`src/rtl/sysid_pkg.sv`:
```
// sysid_pkg: shared types for the boot-time system ID checker.
// State encodings, fail codes and sysid slave word addresses.
package sysid_pkg;

  typedef enum logic [2:0] {
    ST_IDLE,
    ST_ID_REQ,
    ST_ID_WAIT,
    ST_TS_REQ,
    ST_TS_WAIT,
    ST_PASS,
    ST_FAIL
  } state_e;

  typedef enum logic [1:0] {
    RD_IDLE,
    RD_REQ,
    RD_WAIT
  } rd_phase_e;

  localparam logic [1:0] FAIL_NONE    = 2'd0;
  localparam logic [1:0] FAIL_ID      = 2'd1;
  localparam logic [1:0] FAIL_TS      = 2'd2;
  localparam logic [1:0] FAIL_TIMEOUT = 2'd3;

  localparam logic SYSID_ADDR_ID = 1'b0;
  localparam logic SYSID_ADDR_TS = 1'b1;

endpackage

```
`src/rtl/avm_single_read.sv`:
```
// avm_single_read: one-word Avalon-MM read engine with timeout.
// Ports: launch/launch_addr in; avm_* bus; accept/rsp_valid/rsp_data/expired out.
module avm_single_read
  import sysid_pkg::*;
#(
  parameter int unsigned TIMEOUT_CYCLES = 255
) (
  input  logic        clock,
  input  logic        reset,
  input  logic        launch,
  input  logic        launch_addr,
  output logic        avm_address,
  output logic        avm_read,
  input  logic        avm_waitrequest,
  input  logic [31:0] avm_readdata,
  input  logic        avm_readdatavalid,
  output logic        accept,
  output logic        rsp_valid,
  output logic [31:0] rsp_data,
  output logic        expired
);

  localparam logic [7:0] LAST = 8'(TIMEOUT_CYCLES - 1);

  rd_phase_e  phase_q;
  rd_phase_e  phase_d;
  logic [7:0] cnt_q;
  logic       active;

  always_comb begin
    active    = (phase_q != RD_IDLE);
    accept    = (phase_q == RD_REQ) && !avm_waitrequest;
    // responses outside the wait phase are stale and dropped
    rsp_valid = (phase_q == RD_WAIT) && avm_readdatavalid;
    rsp_data  = avm_readdata;
    // a response landing on the last cycle still counts
    expired   = active && !rsp_valid && (cnt_q == LAST);
    phase_d   = phase_q;
    if (launch)
      phase_d = RD_REQ;
    else if (rsp_valid || expired)
      phase_d = RD_IDLE;
    else if (accept)
      phase_d = RD_WAIT;
  end

  always_ff @(posedge clock) begin
    if (reset) begin
      phase_q     <= RD_IDLE;
      cnt_q       <= '0;
      avm_read    <= 1'b0;
      avm_address <= 1'b0;
    end else begin
      phase_q  <= phase_d;
      avm_read <= (phase_d == RD_REQ);
      if (launch) begin
        cnt_q       <= '0;
        avm_address <= launch_addr;
      end else if (active) begin
        cnt_q <= cnt_q + 8'd1;
      end
    end
  end

endmodule

```
`config.mk`:
```
export PLATFORM = sky130hd
export DESIGN_NAME = avm_single_read
export DESIGN_NICKNAME = d
export VERILOG_FILES = /design/src/rtl/sysid_pkg.sv /design/src/rtl/avm_single_read.sv
export SDC_FILE = /design/constraint.sdc
export NUM_CORES = 1
export LEC_CHECK = 0
export BUFFER_PORTS_ARGS = -buffer_cell sky130_fd_sc_hd__buf_2
export CORE_AREA = 2 2 50 52
export CTS_BUF_LIST = sky130_fd_sc_hd__clkbuf_8 sky130_fd_sc_hd__clkbuf_16
export CTS_CLUSTER_DIAMETER = 200
export CTS_CLUSTER_SIZE = 30
export DETAILED_ROUTE_END_ITERATION = 10
export DIE_AREA = 0 0 52 54
export HOLD_SLACK_MARGIN = 0.03
export PLACE_DENSITY = 0.84
export SLEW_MARGIN = 20
export SYNTH_ARGS = -nofsm -noshare
export SYNTH_HDL_FRONTEND = slang
export SYNTH_SLANG_ARGS = --single-unit
```
`constraint.sdc`:
```
create_clock -name clock -period 2.2 [get_ports clock]
set_input_delay 0.22 -clock clock [delete_from_list [all_inputs] [get_ports clock]]
set_output_delay 0.22 -clock clock [all_outputs]
set_load 0.01 [all_outputs]
```
---- Yosys cells after proc, flatten, opt, wreduce, memory -nomap -nowiden ----
Index checks and enable logic that the tools add are counted.
operators by class
  reductions and logical operators ........ 9
  equality and inequality tests ........... 4
  $add $sub $neg .......................... 1
  mux-type cells .......................... 3
operators with widths
  kind                   number
  $add A8 B1 Y8 const B  1
  $eq A8 B8 Y1 const B   1
  $mux W2                3
  $eq A2 B1 Y1 const B   2
  $logic_and A1 B1 Y1    4
  $eq A2 B2 Y1 const B   1
  $logic_not A1 Y1       2
  $reduce_bool A2 Y1     1
  $reduce_or A2 Y1       1
  $logic_or A1 B1 Y1     1
storage, ports and cells
  input port bits ......................... 38
  bits in registers ....................... 12

---- Longest topological paths before layout ----
Gate-level depths: netlist (run 1).
  word-level depth ........................ 9
  depth in mapped cells ................... 5
  depth with buffers taken out ............ 5

---- Least setup slack after synthesis (run 1) ----
OpenSTA, ideal clock, no wires.
  path kind ............................... reg-to-reg
  start ................................... register phase_q[0]
  end ..................................... register phase_q[1]
  cell stages (with the launch flop) ...... 5
  slack ................................... 693 ps
  data arrival time ....................... 1,362 ps
  buffers on the path ..................... 1
  setup time .............................. 145 ps
  cells stage by stage .................... dfxtp_1 buf_2 and3b_1 nor4_1 nor3b_1
on the way
  cells in the longest elaborated chain, start to end .. 8
  elaborated cells between the ends (all ways) .. 12
RTL lines
  element                            line                   source
  start: declaration                 avm_single_read.sv:25  rd_phase_e phase_q;
  start signal: assignment           avm_single_read.sv:54  phase_q <= phase_d;
  $eq A2 B2 Y1                       avm_single_read.sv:34  rsp_valid = (phase_q == RD_WAIT) && avm_readdatavalid;
  $logic_and A1 B1 Y1                avm_single_read.sv:34
  net rsp_valid                      avm_single_read.sv:18  output logic rsp_valid,
  $logic_not A1 Y1                   avm_single_read.sv:37  expired = active && !rsp_valid && (cnt_q == LAST);
  $logic_and A1 B1 Y1 (2 in series)  avm_single_read.sv:37
  net expired                        avm_single_read.sv:20  output logic expired
  $logic_or A1 B1 Y1                 avm_single_read.sv:41  else if (rsp_valid || expired)
  $mux W2                            avm_single_read.sv:41
  $mux W2                            avm_single_read.sv:39  if (launch)
The timed path passes the listed nets, and every way through them passes these cells.
A chain may end at the register's enable or synchronous reset.

---- Worst setup path after layout (run 1) ----
  start ................................... register phase_q[1]
  end ..................................... output port expired
on the way
  cells in the longest elaborated chain, start to end .. 5
  elaborated cells between the ends (all ways) .. 6
RTL lines
  element                                line
  $eq A2 B2 Y1                           avm_single_read.sv:34
  $logic_and A1 B1 Y1                    avm_single_read.sv:34
  $logic_not A1 Y1                       avm_single_read.sv:37
  $logic_and A1 B1 Y1 (*) (2 in series)  avm_single_read.sv:37
  end: declaration                       avm_single_read.sv:20
Every way passes the cells marked *; elsewhere a longest branch is shown, timed or not.

==> metrics.txt, run 1 <==
grt ovf 0; most numerous cell in the Yosys netlist buf_4; IO buf count 10; Final period util 81.2%; CTS max path bufs 2; dpl cell area 667 sq um; first-pass GRT wire length 2190 um; CP peak stage delay 570 ps; Unique masters post-synth 32; worst-path cell chain o2111ai_4, nor4_1, buf_2; Post-route DRC 0; Reg-to-Reg Start phase_q[1]; Syn Std Cell Area 833 sq um; DR top layer met4; CP endpoint kind output port; Fin Hold WS 226 ps; Arrival @ worst endpoint 1570 ps; Peak VDD IR 0.000222 V; Leak 0.263 nW; Die ar. 2810 sq um; maxcap violations 0; vias after detailed routing 543; CTS buffer count 3; Max FO, Critical Path 12; number of synthesized flops with an enable pin 0; Critical Path RT 1980 ps; Clock Root Buffer clkbuf_8; CTS resizes 0; slowest CP cell dfxtp_1; die span in y 54 um; RSZ-0062 raised after global routing false; dpl hpwl 1100 um; drt via density 5.17; Yosys Warn Count 0; beginning of the critical path phase_q[1]; WL met2 696 um; WL met1 553 um; Core Util, Final 30.5%; fin area 708 sq um; layout net count 117; main flop type after synthesis dfxtp_1; cells after synthesis 97; setup repair bufs after CTS 0; Sum Neg Setup Slack 0 ps; Synth Area per Inst 8.59 sq um; placed cell count 102; Core Area 2320 sq um; outcome finished clean; WL/cell 13.6 um; met3 WL 137 um; largest net degree at the start of global routing 13; Async SR Flop Fraction 0%; final setup vio count 0; antenna cells 0; Power Density 651 nW/um^2; Max Fclk 0.560 GHz; drt first-iter violations 13; CTS sink cnt 12; share of cells above drive strength 1 21.3%; first-pass iteration count of the detailed router 4; Final Hold Viols 0; post-layout min period 1790 ps; Area contributors post-synth dfxtp_1 29%, buf_4 29%, nor2_1 3.2%; Top Ports 75; min-delay src launch_addr; #FFs+latches synth 12; syn_nets 137; final std cells w/o fill 105; Slew headroom 72.3%; Area Overhead vs Synth -15.0%; Clock Pin Slew Worst Setup and Hold Paths 50 ps; Die X 52 um; global-route usage over all layers 11.0%; Layout Skew 3.35 ps; Starting Density 35.9%; most frequent cells after synthesis 32 x buf_4, 12 x dfxtp_1, 7 x nor2_1; Setup crit start kind flop; CTS tree done; worst min path class primary input to flop; Hold-fix buffers, CTS 0; row count 18; H-tree Lvls 1; Placer Congestion 0.776; Worst-Skew Late Latency 240 ps; Seq/Total Area, Yosys 28.8%; DRT antenna net count 0; vias in the first global route 516; initial antenna violation count 0; critical path type flop to output port; final wirelength 1430 um; leading area contributor after synthesis dfxtp_1; worst-margin pin slew 415 ps; Yosys top cell area share 28.8%; Slew Viols, Final 0
==> placed cells by master, fill, tap and decap left out, types with 2 or more instances in the layout <==
cell       instances
clkbuf_8           3
nand2_1            3
o2111ai_1          2
buf_2             10
xor2_1             3
nor2_1             7
o21ai_0            4
dfxtp_1           12
inv_1              5
o31ai_1            2
a21oi_1            2
ha_1               2
nor3b_1            2
==> stage by stage <==
stage / worst slack, ps / power (mW)
global route: 302 / 0.483
global placement: 754 / 0.271
floorplan: 693 / 0.318
finish: 414 / 0.461
detailed placement: 688 / 0.273
CTS: 426 / 0.465
==> area by class of cell <==
cell class,count,area [sq um]
clock buffers,3,41.3
repair buffers,10,50.0
multi-input cells,45,320
flip-flops and latches,12,240
fillers,243,1610
inverters,5,18.8
well taps,30,37.5
==> sequential cells by signal, summed over array words and instances (netlist names) <==
name	flops
phase_q	2
avm_address	1
cnt_q	8
avm_read	1
==> kinds of logic after synthesis <==
family / share of synthesized area [%]
and+or+nand+nor: 14.1
buffers and inverters: 32.7
muxes: 1.20
adders and majority gates: 3.00
xor gates and xnor gates: 4.20
AOI/OAI and AO/OA: 15.9
DFF: 28.8
==> worst paths after layout <==
check             cells after the start  slack (ps)     endpoint
hold reg to reg                       2         490     cnt_q[7]
setup reg to reg                      3         670     cnt_q[7]
setup / recovery                      3         410      expired
hold / removal                        3         230  avm_address
==> routing by layer <==
| metal | up-vias | global-route usage (%) |
|---|---|---|
| met3 | 10 | 4.44 |
| met4 | 0 | 10.1 |
| met2 | 24 | 19.2 |
| met1 | 249 | 9.65 |
| met5 | - | 0 |
| li1 | 260 | - |
==> worst max-delay path: cells and delay by family (launching register included) <==
kind / cells / cell delay (ps)
flops: 1 / 570
compound gates: 1 / 200
simple gates: 1 / 350
buf+inv: 1 / 200
==> power breakdown <==
part / total (mW) / switching [mW] / internal [mW]
clock: 0.191 / 0.0716 / 0.120
sequential: 0.233 / 0.00897 / 0.225
combinational: 0.0360 / 0.0193 / 0.0167
total: 0.461 / 0.0999 / 0.361
Note: power is estimated with default switching activity, not from simulation.
==> run 2, diff against run 1 <==
CORE_AREA = 2 2 51 53   (was 2 2 50 52)
DIE_AREA = 0 0 53 55   (was 0 0 52 54)
PLACE_DENSITY = 0.82   (was 0.84)
clock period = 1.65 ns   (was 2.2 ns; I/O delays follow)
==> metrics.txt, run 2 (synthesis gave the netlist of run 1 again) <==
Reg-to-Reg Start cnt_q[2]; WL/cell 13.8 um (+1.6%); CTS max path bufs 2 (unchanged); Worst Path Buf+Inv 1 (unchanged); final wirelength 1470 um (+2.6%); Starting Density 35.2% (-0.68 points); maxcap violations 0 (unchanged); final setup vio count 0 (unchanged); Peak VDD IR 0.000382 V (+72%); first-pass GRT wire length 2270 um (+3.8%); GR peak layer met2; min-delay src reset; antenna cells 0 (unchanged); hold path cells 2 (-1); dpl cell area 674 sq um (+1.1%); critical path type flop to output port; most frequent cells in the layout 10 x dfxtp_1, 10 x buf_2, 7 x nor2_1; fin area 724 sq um (+2.3%); global-route usage over all layers 10.9% (-0.11 points); H-tree Lvls 1 (unchanged); final std cells w/o fill 106 (+0.95%); vias after detailed routing 527 (-2.9%); dpl hpwl 1110 um (+1.2%); Sum Neg Setup Slack 0 ps (unchanged); drt first-iter violations 8 (-5); drt via density 4.97 (-3.9%); first-pass iteration count of the detailed router 4 (unchanged); R2R depth 3 (unchanged); grt met2 use 18.3% (-0.86 points); row count 18 (unchanged); setup repair bufs after CTS 0 (unchanged); IO buf count 10 (unchanged); CTS tree done; vias in the first global route 514 (-0.39%); Final period util 93.7%; Power Density 858 nW/um^2 (+32%); Final Hold Viols 0 (unchanged); placed cell count 103 (+0.98%); Largest Register cnt_q; # fillers 258 (+6.2%); Arrival @ worst endpoint 1380 ps (-190 ps); Slew headroom 80.3% (+8.0 points); Leak 0.269 nW (+2.3%); grt ovf 0 (unchanged); CP endpoint kind output port; Placer Congestion 0.767 (-1.2%); Die ar. 2920 sq um (+3.8%); Clock Pin Slew Worst Setup and Hold Paths 50 ps (about the same); Worst path depth 3 (unchanged); CTS sink cnt 12 (unchanged); die span in y 55 um (+1.9%); Max Fclk 0.647 GHz; Layout Skew 1.96 ps (-1.39 ps); critical path's top delay family simple AND/OR/NAND/NOR gates; top flop regs cnt_q: 8 flops, phase_q: 2 flops; post-layout min period 1550 ps; Setup crit start kind flop; beginning of the critical path phase_q[0]; Top Ports 75 (unchanged); met1 Use GR 11.1% (+1.4 points); Core Area 2360 sq um (+1.9%); worst-margin pin slew 295 ps (-120 ps); layout net count 118 (+0.85%); Tot Pwr 0.621 mW (+35%); Post-route DRC 0 (unchanged); Worst-Skew Late Latency 240 ps (about the same); Die X 53 um (+1.9%); max FFs per register 8 (unchanged); CP peak stage delay 450 ps (-120 ps); Critical Path RT 1480 ps (-500 ps); CTS buffer count 3 (unchanged); share of cells above drive strength 1 26.3% (+5.0 points); worst min path class primary input to flop; Slew Viols, Final 0 (unchanged); Clock Root Buffer clkbuf_8; Area Overhead vs Synth -13.1%; Max FO, Critical Path 11 (-1); largest net degree at the start of global routing 12 (-1); outcome finished clean; DRT antenna net count 0 (unchanged); slowest CP cell dfxtp_2; GR Util met3 3.23% (-1.2 points); RSZ-0062 raised after global routing false; initial antenna violation count 0 (unchanged); worst-path cell chain and3b_1, nor4_2, buf_2; Hold-fix buffers, CTS 0 (unchanged)
run 2: power by group:
group	switching [mW]	internal (mW)
sequential	0.0117	0.300
clock	0.101	0.160
combinational	0.0254	0.0231
total	0.138	0.483
run 2: routing by layer:
metal | wire length, um | share of wire, %
met1 | 556 | 38
met2 | 698 | 48
met3 | 166 | 11
met4 | 44 | 3.0
met5 | 0 | 0
run 2: path summary, 6_finish.rpt:
path / endpoint / slack [ps]
worst max register to register: cnt_q[7] / 240
worst max-delay path: expired / 100
worst min-delay path: avm_address / 170
worst min register to register: avm_address / 500
run 2: layout make-up:
type	instances	area, sq um	area share, %
multi-input combinational	45	327	45.1
sequential	12	243	33.5
timing repair buffer	11	57.6	7.94
clock buffer	3	41.3	5.70
tap	30	37.5	5.18
inverter	5	18.8	2.59
run 2: worst reg2reg max path: stages (launching register included):
cell	delay, ps
dfxtp_1	450
o2111ai_4	210
or4_1	530
a21oi_1	150
run 2: through the flow:
stage               setup slack [ps]  util, %  hold WS, ps
finish                           104     30.6          167
global route                    24.1     30.6          182
CTS                             41.4     30.3          162
detailed placement               140     28.5          330
global placement                 205     28.5          330
floorplan                        143        -          237
run 2: what timing repair did:
item                                    in CTS  in global routing
endpoints found under the setup margin       1                  1
pin swaps                                    0                  0
resized for setup                            1                  2
